$ cat config.mk
export PLATFORM = sky130hd
export DESIGN_NAME = stopwatch_core
export DESIGN_NICKNAME = d
export VERILOG_FILES = /design/src/rtl/stopwatch_pkg.sv /design/src/rtl/bcd_digit_counter.sv /design/src/rtl/stopwatch_core.sv
export SDC_FILE = /design/constraint.sdc
export NUM_CORES = 1
export LEC_CHECK = 0
export ABC_AREA = 1
export BUFFER_PORTS_ARGS = -buffer_cell sky130_fd_sc_hd__buf_2
export CORE_MARGIN = 1.5
export CORE_UTILIZATION = 25
export CTS_BUF_LIST = sky130_fd_sc_hd__clkbuf_2
export CTS_CLUSTER_DIAMETER = 150
export CTS_CLUSTER_SIZE = 12
export DETAILED_ROUTE_END_ITERATION = 10
export PLACE_DENSITY_LB_ADDON = 0.15
export REMOVE_ABC_BUFFERS = 1
export SLEW_MARGIN = 20
export SYNTH_ARGS = -nofsm -noshare
export SYNTH_HDL_FRONTEND = slang
export SYNTH_HIERARCHICAL = 1
export SYNTH_SLANG_ARGS = --single-unit
$ cat constraint.sdc
create_clock -name clk -period 3.7 [get_ports clk]
set_input_delay 0.555 -clock clk [delete_from_list [all_inputs] [get_ports clk]]
set_output_delay 0.555 -clock clk [all_outputs]
set_load 0.005 [all_outputs]
$ cat src/rtl/stopwatch_pkg.sv
// stopwatch_pkg: shared FSM state type and BCD digit width for the stopwatch core
package stopwatch_pkg;
  typedef enum logic [1:0] {IDLE, RUN, PAUSE, DONE} state_t;
  localparam int DIGIT_W = 4;
endpackage

$ cat src/rtl/bcd_digit_counter.sv
// bcd_digit_counter: one up/down BCD digit wrapping at BASE; ports: clk, rst_n, en (tick), dir (1=down), cnt_in (lower digits terminal), load/load_val (saturating preset), digit, terminal
module bcd_digit_counter
  import stopwatch_pkg::*;
#(
  parameter int BASE = 10
) (
  input  logic               clk,
  input  logic               rst_n,
  input  logic               en,
  input  logic               dir,
  input  logic               cnt_in,
  input  logic               load,
  input  logic [DIGIT_W-1:0] load_val,
  output logic [DIGIT_W-1:0] digit,
  output logic               terminal
);
  localparam logic [DIGIT_W-1:0] TOP = DIGIT_W'(BASE - 1);
  logic [DIGIT_W-1:0] digit_q, digit_d;
  always_comb begin
    digit_d = load ? ((load_val > TOP) ? TOP : load_val) :
              !(en && cnt_in) ? digit_q :
              dir ? ((digit_q == '0) ? TOP : digit_q - 1'b1) :
                    ((digit_q == TOP) ? '0 : digit_q + 1'b1);
  end
  always_ff @(posedge clk or negedge rst_n) begin
    if (!rst_n) digit_q <= '0;
    else digit_q <= digit_d;
  end
  assign digit    = digit_q;
  assign terminal = dir ? (digit_q == '0) : (digit_q == TOP);
endmodule

$ cat src/rtl/stopwatch_core.sv
// stopwatch_core: run/pause/lap up/down BCD timer; ports: clk, rst_n, start_stop/lap/clear/load pulses, mode_down, load_value -> count_bcd, display_bcd, running, lap_active, tick, overflow, done; STOPWATCH_AUTO_RELOAD_EN enables down-count auto reload
module stopwatch_core
  import stopwatch_pkg::*;
#(
  parameter int          CLK_FREQ_HZ = 100_000_000,
  parameter int          TICK_HZ     = 1,
  parameter int          NUM_DIGITS  = 4,
  parameter logic [31:0] DIGIT_BASES = 32'h0000_6A6A
) (
  input  logic                          clk,
  input  logic                          rst_n,
  input  logic                          start_stop,
  input  logic                          lap,
  input  logic                          clear,
  input  logic                          mode_down,
  input  logic                          load,
  input  logic [DIGIT_W*NUM_DIGITS-1:0] load_value,
  output logic [DIGIT_W*NUM_DIGITS-1:0] count_bcd,
  output logic [DIGIT_W*NUM_DIGITS-1:0] display_bcd,
  output logic                          running,
  output logic                          lap_active,
  output logic                          tick,
  output logic                          overflow,
  output logic                          done
);
  localparam int DIV  = CLK_FREQ_HZ / TICK_HZ;
  localparam int DIVW = $clog2(DIV);
  localparam int DW   = DIGIT_W * NUM_DIGITS;
  state_t state_q, state_d;
  logic [DIVW-1:0] div_q, div_d;
  logic down_q, down_d, lap_q, lap_d, done_q, done_d, running_q, overflow_q;
  logic [DW-1:0] count, snap_q, snap_d, display_q, reload_val;
  logic [NUM_DIGITS-1:0] term;
  logic [NUM_DIGITS:0] carry;
  logic ld, ss, lp, hit_zero, reload, start_zero;
  assign tick = (state_q == RUN) && (div_q == DIVW'(DIV - 1));
  // accepted events in priority order: clear > load > start_stop > lap
  assign ld = !clear && load && (state_q == IDLE || state_q == PAUSE);
  assign ss = !clear && !ld && start_stop;
  assign lp = !clear && !ld && !ss && lap && (state_q == RUN || state_q == PAUSE);
  // a down step lands on zero only from a count of exactly one
  assign hit_zero = tick && !clear && down_q && (count == DW'(1));
`ifdef STOPWATCH_AUTO_RELOAD_EN
  localparam bit AUTO = 1'b1;
  logic [DW-1:0] reload_q;
  always_ff @(posedge clk or negedge rst_n) begin
    if (!rst_n) reload_q <= '0;
    else if (ld) reload_q <= load_value;
  end
  assign reload     = hit_zero;
  assign reload_val = reload_q;
`else
  localparam bit AUTO = 1'b0;
  assign reload     = 1'b0;
  assign reload_val = '0;
`endif
  assign start_zero = mode_down && (count == '0) && !AUTO;
  assign carry[0] = 1'b1;
  for (genvar i = 0; i < NUM_DIGITS; i++) begin : g_digit
    bcd_digit_counter #(.BASE(int'(DIGIT_BASES[DIGIT_W*i +: DIGIT_W]))) u_digit (
      .clk      (clk),
      .rst_n    (rst_n),
      .en       (tick),
      .dir      (down_q),
      .cnt_in   (carry[i]),
      .load     (clear || ld || reload),
      .load_val (clear ? '0 : reload ? reload_val[DIGIT_W*i +: DIGIT_W] : load_value[DIGIT_W*i +: DIGIT_W]),
      .digit    (count[DIGIT_W*i +: DIGIT_W]),
      .terminal (term[i])
    );
    assign carry[i+1] = carry[i] && term[i];
  end
  always_comb begin
    state_d = state_q;
    down_d  = down_q;
    div_d   = (state_q == RUN) ? (tick ? '0 : div_q + 1'b1) : div_q;
    done_d  = AUTO ? 1'b0 : done_q;
    lap_d   = lp ? !lap_q : lap_q;
    snap_d  = (lp && !lap_q) ? count : snap_q;
    if (clear) begin
      state_d = IDLE;
      div_d   = '0;
      done_d  = 1'b0;
      lap_d   = 1'b0;
    end else if (hit_zero) begin
      done_d  = 1'b1;
      state_d = AUTO ? state_q : DONE;
    end else if (ss) begin
      unique case (state_q)
        IDLE: begin
          down_d  = mode_down;
          div_d   = '0;
          state_d = start_zero ? DONE : RUN;
          done_d  = start_zero;
        end
        RUN:   state_d = PAUSE;
        PAUSE: state_d = RUN;
        DONE: begin
          state_d = IDLE;
          done_d  = 1'b0;
        end
      endcase
    end
  end
  always_ff @(posedge clk or negedge rst_n) begin
    if (!rst_n) begin
      state_q    <= IDLE;
      div_q      <= '0;
      down_q     <= 1'b0;
      lap_q      <= 1'b0;
      done_q     <= 1'b0;
      snap_q     <= '0;
      display_q  <= '0;
      running_q  <= 1'b0;
      overflow_q <= 1'b0;
    end else begin
      state_q    <= state_d;
      div_q      <= div_d;
      down_q     <= down_d;
      lap_q      <= lap_d;
      done_q     <= done_d;
      snap_q     <= snap_d;
      display_q  <= lap_d ? snap_d : count;
      running_q  <= (state_d == RUN);
      overflow_q <= tick && !clear && !down_q && carry[NUM_DIGITS];
    end
  end
  assign count_bcd   = count;
  assign display_bcd = display_q;
  assign running     = running_q;
  assign lap_active  = lap_q;
  assign overflow    = overflow_q;
  assign done        = done_q;
endmodule
==> results.tsv <==
stage	metric	value	unit
place	post-placement cell count	1023	
clock_network	Clock Root Buffer	clkbuf_2	
sta	Worst Tran Pin Value	0.8113	ns
yosys	most frequent cell after synthesis	nand2_1	
layout	synthesis-to-layout area growth	15.61	%
sta	Slew HR	45.91	%
clock_network	clock-pin slew on the worst setup and hold paths	0.24	ns
clock_network	CTS tree	yes	
layout	Final nets	799	
route	drt via density	4.281	
route	drt first pass iters	4	
worst_setup_path	critical path depth in cells	7	
worst_setup_path	CP cell instances	inv_1 > ha_1 > inv_2 > nor3_1 > nand3_1 > inv_1 > buf_2	
sta	RSZ-0062 raised after global routing	false	
layout	Finished Cell Area	5727	µm²
worst_setup_path	Worst path max stage delay	0.47	ns
sta	min Tclk post-route	2.961	ns
route	total vias in the final route	4452	
worst_setup_path	slowest cell on the critical path	dfrtp_1	
yosys	sequential area share after synthesis	41.42	%
clock_network	worst-skew pair later-pin latency	0.58	ns
worst_setup_path	Worst Setup Path Type	reg -> out	
route	detailed-route DRC error count	0	
yosys	Most used DFF post-synth	dfrtp_1	
yosys	Area contributors post-synth	dfrtp_1, nand2_1, nor2_1, inv_1, nand3_1	
sta	Final period util	80.03	%
yosys	post-synth cell types	35	
worst_hold_path	Hold Crit Class	in -> reg	
yosys	#FFs+latches synth	82	
route	Post-Route WL	12980	µm
clock_network	CTS H-Tree Depth	3	
worst_setup_path	worst path arrival time	2.41	ns
power	PwrDens	380.9	nW/µm²
worst_setup_path	crit end category	output pin	
power	clock network fraction of total power	25.3	%
grt	grt ovf	0	
place	gpl congestion	0.8296	
sta	setup violators final	0	
sta	min setup slack post-route	0.7388	ns
worst_setup_path	CP startpoint kind	flop	
worst_setup_path	CP required	3.14	ns
floorplanning	DIE WIDTH	143.8	µm
yosys	EDFF count, synth	0	
grt	largest net degree at the start of global routing	62	
power	internal power	1433	µW
place	PortBufs	59	
yosys	YS warnings	6	
sta	clock skew	0.04408	ns
floorplanning	die area	20670	µm²
grt	first-pass GRT wire length	21520	µm
route	ANT nets after route	0	
place	DP Wirelength	9595	µm
place	post-placement cell area	5585	µm²
sta	highest clock rate	337.7	MHz
clock_network	post-CTS sizing	0	
worst_hold_path	worst hold path cell count	3	
power	VDD IR-drop max	0.1333	mV
yosys	Mapped Area	4954	µm²
layout	share of cells above drive strength 1	17.18	%
power	combinational share of power	23.5	%
route	WL/cell	12.48	µm
clock_network	Clock Path Buffers	2	
worst_setup_path	WP buf/inv	4	
grt	overall routing resource usage	13.52	%
floorplanning	Initial Util	25.45	%
sta	setup_tns	0	ns
yosys	post-synth top area share	41.42	%
floorplanning	cell row count	51	
place	worst slack, placed	1.114	ns
route	Iter 0 DRT Violations	184	
yosys	Avg Inst Size Synth	7.046	µm²
run	# Max-Cap Violations	0	
floorplanning	Core Box Area	19460	µm²
yosys	Post-synth top cells	nand2_1, nor2_1, inv_1, dfrtp_1, nand3_1	
worst_setup_path	worst-path fanout max	6	
yosys	Mapped Cells	703	
yosys	post-synthesis async set-or-reset flop share	100.0	%
sta	Final Hold Viols	0	
power	Flop pwr share	51.2	%
power	standby leakage power	0.002987	µW
clock_network	sinks on the clock net	82	
power	switch share	34.29	%
floorplanning	Die Y-Extent	143.8	µm
floorplanning	Top Ports	60	
sta	max-slew violation count	0	
yosys	Yosys top cell by area	dfrtp_1	
layout	Non-Filler Instances	1040	
power	NetSw	747.9	µW
worst_setup_path	CP dominant cell by count	inv_1	
grt	vias in the first global route	4274	
worst_setup_path	worst reg2reg path depth	13	
grt	initial antenna violation count	1	
worst_setup_path	Largest delay share family, worst path	buffers and inverters	
clock_network	Inserted Clock Buffers	9	
run_status	status	completed	
==> timing repair <==
action	4_1_cts	5_1_grt
setup endpoints to repair	0	0
endpoints found under the hold margin	15	0
buffers inserted	0	0
hold buffers	1	0
==> per-layer routing <==
metal	GRT usage, %	routed length, µm	part of all wire (%)	up-vias
li1	-	-	-	2331
met4	3.383	142	1.1	0
met1	16.82	5962	46	2025
met2	23.13	6297	49	87
met5	0	0	0	-
met3	3.632	573	4.4	9
==> path summary, 6_finish.rpt <==
path / startpoint / endpoint / slack (ns)
worst max-delay path: state_q[1]$_DFF_PN0_ / tick / 0.74
worst min-delay path: mode_down / down_q$_DFFE_PN0P_ / 0.22
worst max register to register: state_q[0]$_DFF_PN0_ / display_bcd[13]$_DFF_PN0_ / 1.15
worst min register to register: snap_q[11]$_DFF_PN0_ / snap_q[11]$_DFF_PN0_ / 0.55
max in group asynchronous: rst_n / snap_q[6]$_DFF_PN0_ / 2.41
min in group asynchronous: rst_n / div_q[20]$_DFF_PN0_ / 0.55
==> kinds of logic (layout without fill, tap and decap cells) <==
family	count (synthesis)	in the layout	synth area share, %
other	1	2	0.07570
flip-flops	82	82	41.42
AO/OA/AOI/OAI	75	75	8.184
AND/OR/NAND/NOR	406	406	37.16
XOR/XNOR	14	14	2.475
adder cells (fa/ha/maj)	6	6	1.515
buffers and inverters	119	190	9.169
==> through the flow <==
stage	power, µW	hold slack [ns]	util [%]
final	2181	0.2186	29.42
after global routing	2368	0.1372	29.42
after CTS	2237	0.1485	29.41
after detailed placement	1655	0.5248	28.70
after global placement	1664	0.5209	28.70
after floorplan	1458	0.2594	-
==> placed cells by master (no fill, tap or decap), drive strengths merged, types with 2 or more instances in the layout <==
master	count
clkbuf	10
nor2	133
dfrtp	82
buf	65
o211ai	3
nand2	188
a211oi	2
nor3	12
bufinv	2
inv	110
ha	6
nand4	7
o21ai	37
a21oi	25
nand3	63
o22ai	4
a31oi	4
xnor2	3
clkinv	2
xor2	11
==> layout make-up <==
cell class,count,area (µm²)
clock buffers,10,50.05
well taps,265,331.6
inverters,109,409.1
multi-input cells,502,2450
fillers,2196,13740
diodes,1,2.502
flip-flops and latches,82,2052
clock inverters,5,78.83
repair buffers,66,352.8
==> tightest hold or removal path, stage by stage <==
cell and delay, ns:
buf_2 0.11, nand3_1 0.07, nand2_1 0.05
==> flip-flops by register name, summed over array words and instances, names as in the netlist <==
register	flops
done	1
down_q	1
snap_q	16
running	1
lap_active	1
overflow	1
div_q	27
g_digit.u_digit/digit	16
state_q	2
display_bcd	16
==> power by group through the flow <==
stage	sequential (µW)	clock, µW	combinational, µW
floorplan	1120	0	339
global placement	1140	0	521
detailed placement	1140	0	519
CTS	1120	595	523
global route	1140	622	608
finish	1120	551	513
(Power assumes the default switching activity.)
